$ cat src/rtl/pipe_pkg.sv
// Shared constants and entry type for the IF/ID instruction queue.
package pipe_pkg;

    localparam int DW = 32;
    localparam logic [DW-1:0] INS_NOP = 32'h0000_0000;

    typedef struct packed {
        logic [DW-1:0] pc4;
        logic [DW-1:0] ins;
    } ifq_entry_t;

endpackage

$ cat src/rtl/pipe_ifid_queue_if.sv
// Fetch-side and decode-side handshake bundle of the IF/ID queue.
interface pipe_ifid_queue_if
    import pipe_pkg::*;
#(
    parameter int AW = 2,
    parameter int QW = DW
);

    logic          if_valid;
    logic [QW-1:0] if_pc4;
    logic [QW-1:0] if_ins;
    logic          if_ready;
    logic          id_ready;
    logic          id_valid;
    logic [QW-1:0] id_pc4;
    logic [QW-1:0] id_ins;
    logic          flush;
    logic [AW:0]   count;

    // The pipeline (fetch, decode, redirect control) drives the queue.
    modport master (
        output if_valid, if_pc4, if_ins, id_ready, flush,
        input  if_ready, id_valid, id_pc4, id_ins, count
    );

    modport slave (
        input  if_valid, if_pc4, if_ins, id_ready, flush,
        output if_ready, id_valid, id_pc4, id_ins, count
    );

endinterface

$ cat src/rtl/pipe_ifq_mem.sv
// Queue storage: DEPTH entries, one synchronous write port, one asynchronous read port.
module pipe_ifq_mem
    import pipe_pkg::*;
#(
    parameter int DEPTH = 4,
    parameter int AW    = 2,
    parameter int WIDTH = $bits(ifq_entry_t)
) (
    input  logic             clock,
    input  logic             we,
    input  logic [AW-1:0]    wr_addr,
    input  logic [WIDTH-1:0] wr_data,
    input  logic [AW-1:0]    rd_addr,
    output logic [WIDTH-1:0] rd_data
);

    logic [WIDTH-1:0] mem [DEPTH];

    // NOTE: the array is deliberately left out of reset; stale words are never
    // visible because the head is gated by count, and resetting it would cost a
    // reset net on every storage bit. Non-blocking <= keeps the write ordered
    // against the same-edge read of the old head.
    always_ff @(posedge clock) begin
        if (we) begin
            mem[wr_addr] <= wr_data;
        end
    end

    assign rd_data = mem[rd_addr];

endmodule

$ cat src/rtl/pipe_ifid_queue.sv
// IF/ID decoupling queue: buffers {pc4, ins} from fetch, presents them in order to decode,
// drops everything on flush. Optional same-cycle bypass when empty: define QUEUE_BYPASS_EN.
module pipe_ifid_queue
    import pipe_pkg::*;
#(
    parameter int DEPTH = 4,
    parameter int AW    = 2,
    parameter int QW    = DW
) (
    input  logic               clock,
    input  logic               resetn,
    pipe_ifid_queue_if.slave   q
);

    localparam logic [AW:0] FULL_COUNT = (AW+1)'(DEPTH);

    logic [AW-1:0]   rd_ptr;
    logic [AW-1:0]   wr_ptr;
    logic [AW:0]     count_q;
    logic            empty;
    logic            full;
    logic            pop;
    logic            push;
    logic            bypass;
    logic [2*QW-1:0] head;

    assign empty      = (count_q == '0);
    assign full       = (count_q == FULL_COUNT);
    assign q.if_ready = ~full;
    assign q.count    = count_q;
    assign pop        = ~empty & q.id_ready;

`ifdef QUEUE_BYPASS_EN
    assign bypass = empty & q.if_valid & ~q.flush;
`else
    assign bypass = 1'b0;
`endif

    // A full queue still takes the incoming word when the head leaves on the same
    // edge; a bypassed word consumed by decode is never written.
    assign push = q.if_valid & (~full | pop) & ~(bypass & q.id_ready);

    pipe_ifq_mem #(
        .DEPTH (DEPTH),
        .AW    (AW),
        .WIDTH (2*QW)
    ) u_mem (
        .clock   (clock),
        .we      (push & ~q.flush),
        .wr_addr (wr_ptr),
        .wr_data ({q.if_pc4, q.if_ins}),
        .rd_addr (rd_ptr),
        .rd_data (head)
    );

    always_ff @(posedge clock or negedge resetn) begin
        if (!resetn) begin
            rd_ptr  <= '0;
            wr_ptr  <= '0;
            count_q <= '0;
        end else if (q.flush) begin
            rd_ptr  <= '0;
            wr_ptr  <= '0;
            count_q <= '0;
        end else begin
            if (push) wr_ptr <= wr_ptr + 1'b1;
            if (pop)  rd_ptr <= rd_ptr + 1'b1;
            if (push && !pop) begin
                count_q <= count_q + 1'b1;
            end else if (pop && !push) begin
                count_q <= count_q - 1'b1;
            end
        end
    end

    // NOTE: every output gets a default before any condition so no latch is inferred.
    always_comb begin
        q.id_valid = ~empty;
        q.id_pc4   = '0;
        q.id_ins   = INS_NOP;
        if (!empty) begin
            q.id_pc4 = head[2*QW-1:QW];
            q.id_ins = head[QW-1:0];
        end
`ifdef QUEUE_BYPASS_EN
        if (bypass) begin
            q.id_valid = 1'b1;
            q.id_pc4   = q.if_pc4;
            q.id_ins   = q.if_ins;
        end
`endif
    end

endmodule
$ cat src/flat_wrapper.sv
// flat-port wrapper written by rule: the top's interface ports become plain ports
module pipe_ifid_queue_flat import pipe_pkg::*;
#(
    parameter int DEPTH = 4,
    parameter int AW    = 2,
    parameter int QW    = DW
)
  (clock, resetn, q_if_valid, q_if_pc4, q_if_ins, q_id_ready, q_flush, q_if_ready, q_id_valid, q_id_pc4, q_id_ins, q_count);
  pipe_ifid_queue_if #(.AW(AW), .QW(QW)) q_i ();
  input  logic clock;
  input  logic resetn;
  input wire logic [$bits(q_i.if_valid)-1:0] q_if_valid;
  input wire logic [$bits(q_i.if_pc4)-1:0] q_if_pc4;
  input wire logic [$bits(q_i.if_ins)-1:0] q_if_ins;
  input wire logic [$bits(q_i.id_ready)-1:0] q_id_ready;
  input wire logic [$bits(q_i.flush)-1:0] q_flush;
  output wire logic [$bits(q_i.if_ready)-1:0] q_if_ready;
  output wire logic [$bits(q_i.id_valid)-1:0] q_id_valid;
  output wire logic [$bits(q_i.id_pc4)-1:0] q_id_pc4;
  output wire logic [$bits(q_i.id_ins)-1:0] q_id_ins;
  output wire logic [$bits(q_i.count)-1:0] q_count;
  assign q_i.if_valid = q_if_valid;
  assign q_i.if_pc4 = q_if_pc4;
  assign q_i.if_ins = q_if_ins;
  assign q_i.id_ready = q_id_ready;
  assign q_i.flush = q_flush;
  assign q_if_ready = q_i.if_ready;
  assign q_id_valid = q_i.id_valid;
  assign q_id_pc4 = q_i.id_pc4;
  assign q_id_ins = q_i.id_ins;
  assign q_count = q_i.count;
  pipe_ifid_queue #(.DEPTH(DEPTH), .AW(AW), .QW(QW)) u_core (.clock(clock), .resetn(resetn), .q(q_i));
endmodule
$ cat config.mk
export PLATFORM = sky130hd
export DESIGN_NAME = pipe_ifid_queue_flat
export DESIGN_NICKNAME = d
export VERILOG_FILES = /design/src/rtl/pipe_pkg.sv /design/src/rtl/pipe_ifid_queue_if.sv /design/src/rtl/pipe_ifq_mem.sv /design/src/rtl/pipe_ifid_queue.sv /design/src/flat_wrapper.sv
export SDC_FILE = /design/constraint.sdc
export NUM_CORES = 1
export LEC_CHECK = 0
export CAP_MARGIN = 20
export CORE_MARGIN = 2
export CORE_UTILIZATION = 40
export DETAILED_ROUTE_END_ITERATION = 16
export GPL_ROUTABILITY_DRIVEN = 0
export GPL_TIMING_DRIVEN = 0
export SLEW_MARGIN = 20
export SYNTH_ARGS = -nofsm -noshare
export SYNTH_HDL_FRONTEND = slang
export SYNTH_SLANG_ARGS = --single-unit
$ cat constraint.sdc
create_clock -name clock -period 19.1 [get_ports clock]
set_input_delay 2.865 -clock clock [delete_from_list [all_inputs] [get_ports clock]]
set_output_delay 2.865 -clock clock [all_outputs]
set_load 0.05 [all_outputs]
Word-level counts from Yosys, hierarchy flattened
Memories as Yosys holds them, arrays and structs flattened.
Index checks and enable logic that the tools add are counted.
W data, S select, Z words.
Word-level totals
  output and inout port bits: 69
  logic and storage cells: 35
  flip-flop bits (word level): 7
  bits in writable memories: 256
  memories kept: 1
Operators by class
  equality and inequality tests: 1
  muxes and demuxes: 11
  bitwise operators: 7
  add/subtract/negate cells: 4
  reductions and logical operators: 8
Memory list
  u_core.u_mem.mem: depth 4, bits a word 64, read ports 1, clocked after memory_dff 0, wr ports 1, line pipe_ifq_mem.sv:17  | logic [WIDTH-1:0] mem [DEPTH];
Operator list (number)
  $mux W32: 2
  $mux W3: 3
  $mux W2: 4
  $add A2 B1 Y2 const B: 2
  $reduce_bool A2 Y1: 2
  $add A3 B1 Y3 const B: 1
  $and A1 B1 Y1: 3
  $eq A3 B3 Y1 const B: 1
  $logic_not A3 Y1: 1
  $not A1 Y1: 3
  $reduce_bool A3 Y1: 1
  $sub A3 B1 Y3 const B: 1
  $logic_and A1 B1 Y1: 2
  $logic_not A1 Y1: 2
  $mux W1: 2
  $or A1 B1 Y1: 1

Logic depth before layout (Yosys ltp)
  word-level depth: 10
  depth in mapped cells: 7
  gate-level depth less buffers: 6

Hierarchy
A second synthesis with hierarchy kept.
Second synthesis, totals
  cell total of the unflattened synthesis: 467
  area, all modules: 10297.4 sq um
By module, submodules not included
  pipe_ifq_mem: area each 9341.5 sq um, sequential area each 7687.4 sq um, instances 1, cells each 338
  pipe_ifid_queue: area each 955.9 sq um, sequential area each 175.2 sq um, instances 1, cells each 129

Least setup slack after synthesis
OpenSTA, ideal clock, no wires.
  path type: input-to-reg
  start point: input q_id_ready
  end point: memory u_core.u_mem.mem[0][0] in the netlist's numbering, enable pin
  required time: 18.522 ns
  setup slack: 10.572 ns
  stages on the path: 3
  setup time: 0.578 ns
  arrival: 7.950 ns
  path through: buf_2 > o21ai_0 > nor3b_1
Between the ends
  word-level cells in the longest chain between the ends: 6
RTL lines
  start: declaration: line flat_wrapper.sv:15  | input wire logic [$bits(q_i.id_ready)-1:0] q_id_ready;
  $and A1 B1 Y1: line pipe_ifid_queue.sv:31  | assign pop = ~empty & q.id_ready;
  $or A1 B1 Y1: line pipe_ifid_queue.sv:41  | assign push = q.if_valid & (~full | pop) & ~(bypass & q.id_ready);
  $and A1 B1 Y1: line pipe_ifid_queue.sv:41
  $and A1 B1 Y1: line pipe_ifid_queue.sv:49  | .we (push & ~q.flush),
  $mux W1: line pipe_ifq_mem.sv:24  | if (we) begin
  $mux W1 (implied by the code): line pipe_ifq_mem.sv:25  | mem[wr_addr] <= wr_data;
  end: declaration: line pipe_ifq_mem.sv:17
Every way passes these cells.

Final worst setup path
  start point: register u_core.count_q[0], in the netlist u_core.q.count[0]
  end point: output q_id_ins[12]
Between the ends
  word-level cells in the longest chain between the ends: 2
RTL lines
  start: declaration: line pipe_ifid_queue.sv:19  | logic [AW:0] count_q;
  start signal: assignment: line pipe_ifid_queue.sv:69  | count_q <= count_q + 1'b1;
  start signal: assignment: line pipe_ifid_queue.sv:71  | count_q <= count_q - 1'b1;
  $logic_not A3 Y1: line pipe_ifid_queue.sv:27  | assign empty = (count_q == '0);
  $mux W32: line pipe_ifid_queue.sv:81  | if (!empty) begin
  end: declaration: line flat_wrapper.sv:20  | output wire logic [$bits(q_i.id_ins)-1:0] q_id_ins;
Every way passes these cells.

==> reports/metrics.yaml <==
synth:
  synth.ff_latch_count: 263
  ys_seq_area_frac: 0.768
  syn_inst: 467
  synth-edff-count: 256
  syn-cell-area_mm2: 0.0102
  synth-async-reset-ratio: 0.0266
  synth_ff_type: "sky130_fd_sc_hd__edfxtp_1"
  synth_nets: 541
  ys_types: 31
  synthesis.area_per_instance_um2: 21.9
  ys.warnings.count: 0
critical_path:
  critPathMostFrequentCell: "sky130_fd_sc_hd__clkbuf_1"
  worst_path_largest_cell_delay_ns: 0.81
  r2r_start: "u_core.q.count[2]"
  critical_path_cell_sequence: "buf_2 > or3_1 > clkbuf_1 > clkbuf_1 > and2_1 > clkdlybuf4s50_1"
  r2r_setup_slack_ns: 16.10
  endpoint_kind: "primary output"
  startpoint: "u_core.q.count[0]"
  start_kind: "flop"
  worst-path-max-fanout: 10
  critPathTopFamily: "buffers and inverters"
  worstSetupPathType: "flop to primary output"
  critPathArrivalTime_ns: 3.23
  critical_path.endpoint: "q_id_ins[12]"
  crit_required_ns: 16.23
  timing.critical_path.buf_inv: 4
  worst_r2r_endpoint: "u_core.u_mem.mem[1][39]"
  crit_cells: 6
  reg2reg_depth: 8
  cp_slowest_cell: "sky130_fd_sc_hd__clkdlybuf4s50_1"
global_route:
  grt_use_met2: 0.255
  grt_overflow: 0
  number_of_antenna_violations_at_the_first_check_in_global_routing: 0
  largest_net_degree_at_the_start_of_global_routing: 14
  global_route.usage.met1: 0.204
  grt_util_met3: 0.0303
  grtUsageTotal: 0.152
  globalRoute.busiestLayer: "met2"
  vias_in_the_first_global_route: 5451
  first_pass_grt_wire_length_um: 30800
placement:
  dp_hpwl_um: 13900
  place_area_mm2: 0.0123
  placedCellCount: 966
  dp_worst_setup_slack_ns: 13.42
  port_buffers: 135
power_and_ir_drop:
  share_seq_of_total_power: 0.340
  share_comb_of_total_power: 0.407
  power_total_mw: 1.97
  power-per-cell-area_mw_per_mm2: 150
  switching_share: 0.356
  clock_power_share: 0.252
  worst_ir_drop_vdd_v: 0.0000952
  leakagePower_nw: 4.27
  power.net_switching_uw: 702
  internal-power_mw: 1.27
die:
  die_height_um: 164
  die_width_um: 164
  core_area_mm2: 0.0252
  std_cell_rows: 58
  effective_utilization_at_floorplan: 0.406
  io_pins: 138
  design.die.area_mm2: 0.0269
timing:
  final-hold-violation-count: 0
  setup_tns_ns: 0
  timing.slew.headroom: 0.484
  layout_worst_path_cycle_share: 0.319
  grt_setup_unrepaired: "no"
  post-route-min-period_ns: 6.09
  max_clock_freq_mhz: 164
  timing.final.ws_setup_ns: 13.01
  hold_slack_final_ns: 0.602
  clock-skew-final_ns: 0.00551
  setup-violations-final: 0
  slew_at_the_pin_with_the_worst_max_slew_slack_ns: 0.771
  final_max_slew_viols: 0
cells_and_area:
  nNetsFinal: 738
  final_cell_area_mm2: 0.0132
  final_util: 0.522
  antenna_cells_inserted: 0
  drive_gt1_frac: 0.224
  fillCellCount: 1987
  finalNonFillerCells: 1010
  area_occupied_by_multi_input_gates_mm2: 0.00222
  area_added_between_synthesis_and_finish_pct: 28.6
  seq_area_mm2: 0.00786
cts:
  insertion_delay_ns: 0.52
  h_tree_lvl_count: 1
  cts_buffer_depth: 3
  cts_tree: "done"
  numCtsBuffers: 26
  cts_stage_hold_buffer_count: 0
  path_clk_slew_ns: 0.06
  postCtsSetupRepairBufs: 0
  cts_root_buffer: "sky130_fd_sc_hd__clkbuf_16"
  ctsResizeCount: 0
  clock_sinks: 263
drt:
  drt_wl_total_um: 20300
  route.detailed.wl_per_inst_um: 20.1
  drt_first_iter_violations: 297
  remaining_routing_drc_violations: 0
  viasPerCell: 5.00
  count_of_vias_placed_by_the_detailed_router: 5051
  first_pass_iters: 4
  antenna_left: 0
worst_hold_path:
  holdCritPathClass: "flop to flop"
  worstHoldStart: "u_core.wr_ptr[1]"
  holdPathStages: 2
run_status:
  outcome: "finished clean"
flow_run:
  maxCapViolCount: 0
[worst min-delay path: cells and delay by family, from the launching register on]
family | cells | cell delay, ns
flip-flops | 1 | 0.42
multiplexers | 1 | 0.05
AND/OR/NAND/NOR | 1 | 0.09
[power groups by stage]
stage | clock network, mW | logic [mW] | registers (mW)
after floorplan | 0 | 0.538 | 0.694
after global placement | 0 | 0.801 | 0.691
after CTS | 0.512 | 0.818 | 0.673
final | 0.498 | 0.804 | 0.672
after global routing | 0.531 | 0.850 | 0.675
after detailed placement | 0 | 0.815 | 0.685
[Yosys cell counts, drive strengths merged (3+ instances only)]
library cell	n	area, µm²
and2	64	400
inv	4	15.0
nand2b	4	25.0
mux4	64	1440
clkbuf	13	48.8
dfrtp	7	175
buf	13	101
mux2	3	37.5
nor3b	4	30.0
ha	4	50.1
edfxtp	256	7690
nor2	10	37.5
[worst min path at each step]
stage / to / slack (ns)
6_report: u_core.wr_ptr[1] / 0.60
5_1_grt: u_core.wr_ptr[1] / 0.63
4_1_cts: u_core.wr_ptr[1] / 0.60
3_5_place_dp: u_core.wr_ptr[1] / 0.59
3_3_place_gp: u_core.wr_ptr[1] / 0.57
2_1_floorplan: u_core.wr_ptr[1] / 0.55
[placed cells by master (no fill, tap or decap), types with 2 or more instances in the layout]
cell                              Yosys  layout
sky130_fd_sc_hd__a31oi_1              2       2
sky130_fd_sc_hd__and2_1              64      64
sky130_fd_sc_hd__buf_2                6       6
sky130_fd_sc_hd__buf_4                2      23
sky130_fd_sc_hd__buf_6                5      18
sky130_fd_sc_hd__bufinv_16            0       4
sky130_fd_sc_hd__clkbuf_1            13      20
sky130_fd_sc_hd__clkbuf_16            0      26
sky130_fd_sc_hd__clkdlybuf4s50_1      0     135
sky130_fd_sc_hd__clkinv_1             0       5
sky130_fd_sc_hd__dfrtp_1              7       7
sky130_fd_sc_hd__edfxtp_1           256     256
sky130_fd_sc_hd__ha_1                 4       4
sky130_fd_sc_hd__inv_1                4       4
sky130_fd_sc_hd__mux2_2               2       2
sky130_fd_sc_hd__mux2i_1              2       2
sky130_fd_sc_hd__mux4_2              64      64
sky130_fd_sc_hd__nand2b_1             4       4
sky130_fd_sc_hd__nor2_1              10      10
sky130_fd_sc_hd__nor3b_2              0       4
sky130_fd_sc_hd__o21ai_0              2       2
sky130_fd_sc_hd__or3_1                2       2
sky130_fd_sc_hd__xor2_1               2       2
[per-layer routing]
layer / vias up / part of all wire / wire length, µm
met5: - / 0 / 0
li1: 2278 / - / -
met1: 2592 / 0.43 / 8700
met2: 145 / 0.49 / 10000
met4: 0 / 0.024 / 490
met3: 36 / 0.052 / 1060
[layout make-up]
cell class	count	share of cell area
Timing Repair Buffer	169	0.126
Clock buffer	33	0.0515
Clock inverter	11	0.0122
Inverter	4	0.00114
Tap cell	330	0.0314
Buffer	26	0.0114
Multi-Input combinational cell	174	0.169
Sequential cell	263	0.598
[sequential cells by signal (all words and copies together), names as in the netlist]
register and flops:
u_core.u_mem.mem 256, u_core.q.count 3, u_core.rd_ptr 2, u_core.wr_ptr 2
[kinds of logic after synthesis]
kind of cell               after synthesis  share of synthesized area
DFF                                    263                      0.768
buffers and inverters                   30                     0.0161
and+or+nand+nor                         88                     0.0526
xor gates and xnor gates                 3                    0.00257
muxes                                   69                      0.147
adders and majority gates                5                    0.00685
AOI/OAI and AO/OA                        9                    0.00685
(Power assumes the default switching activity.)
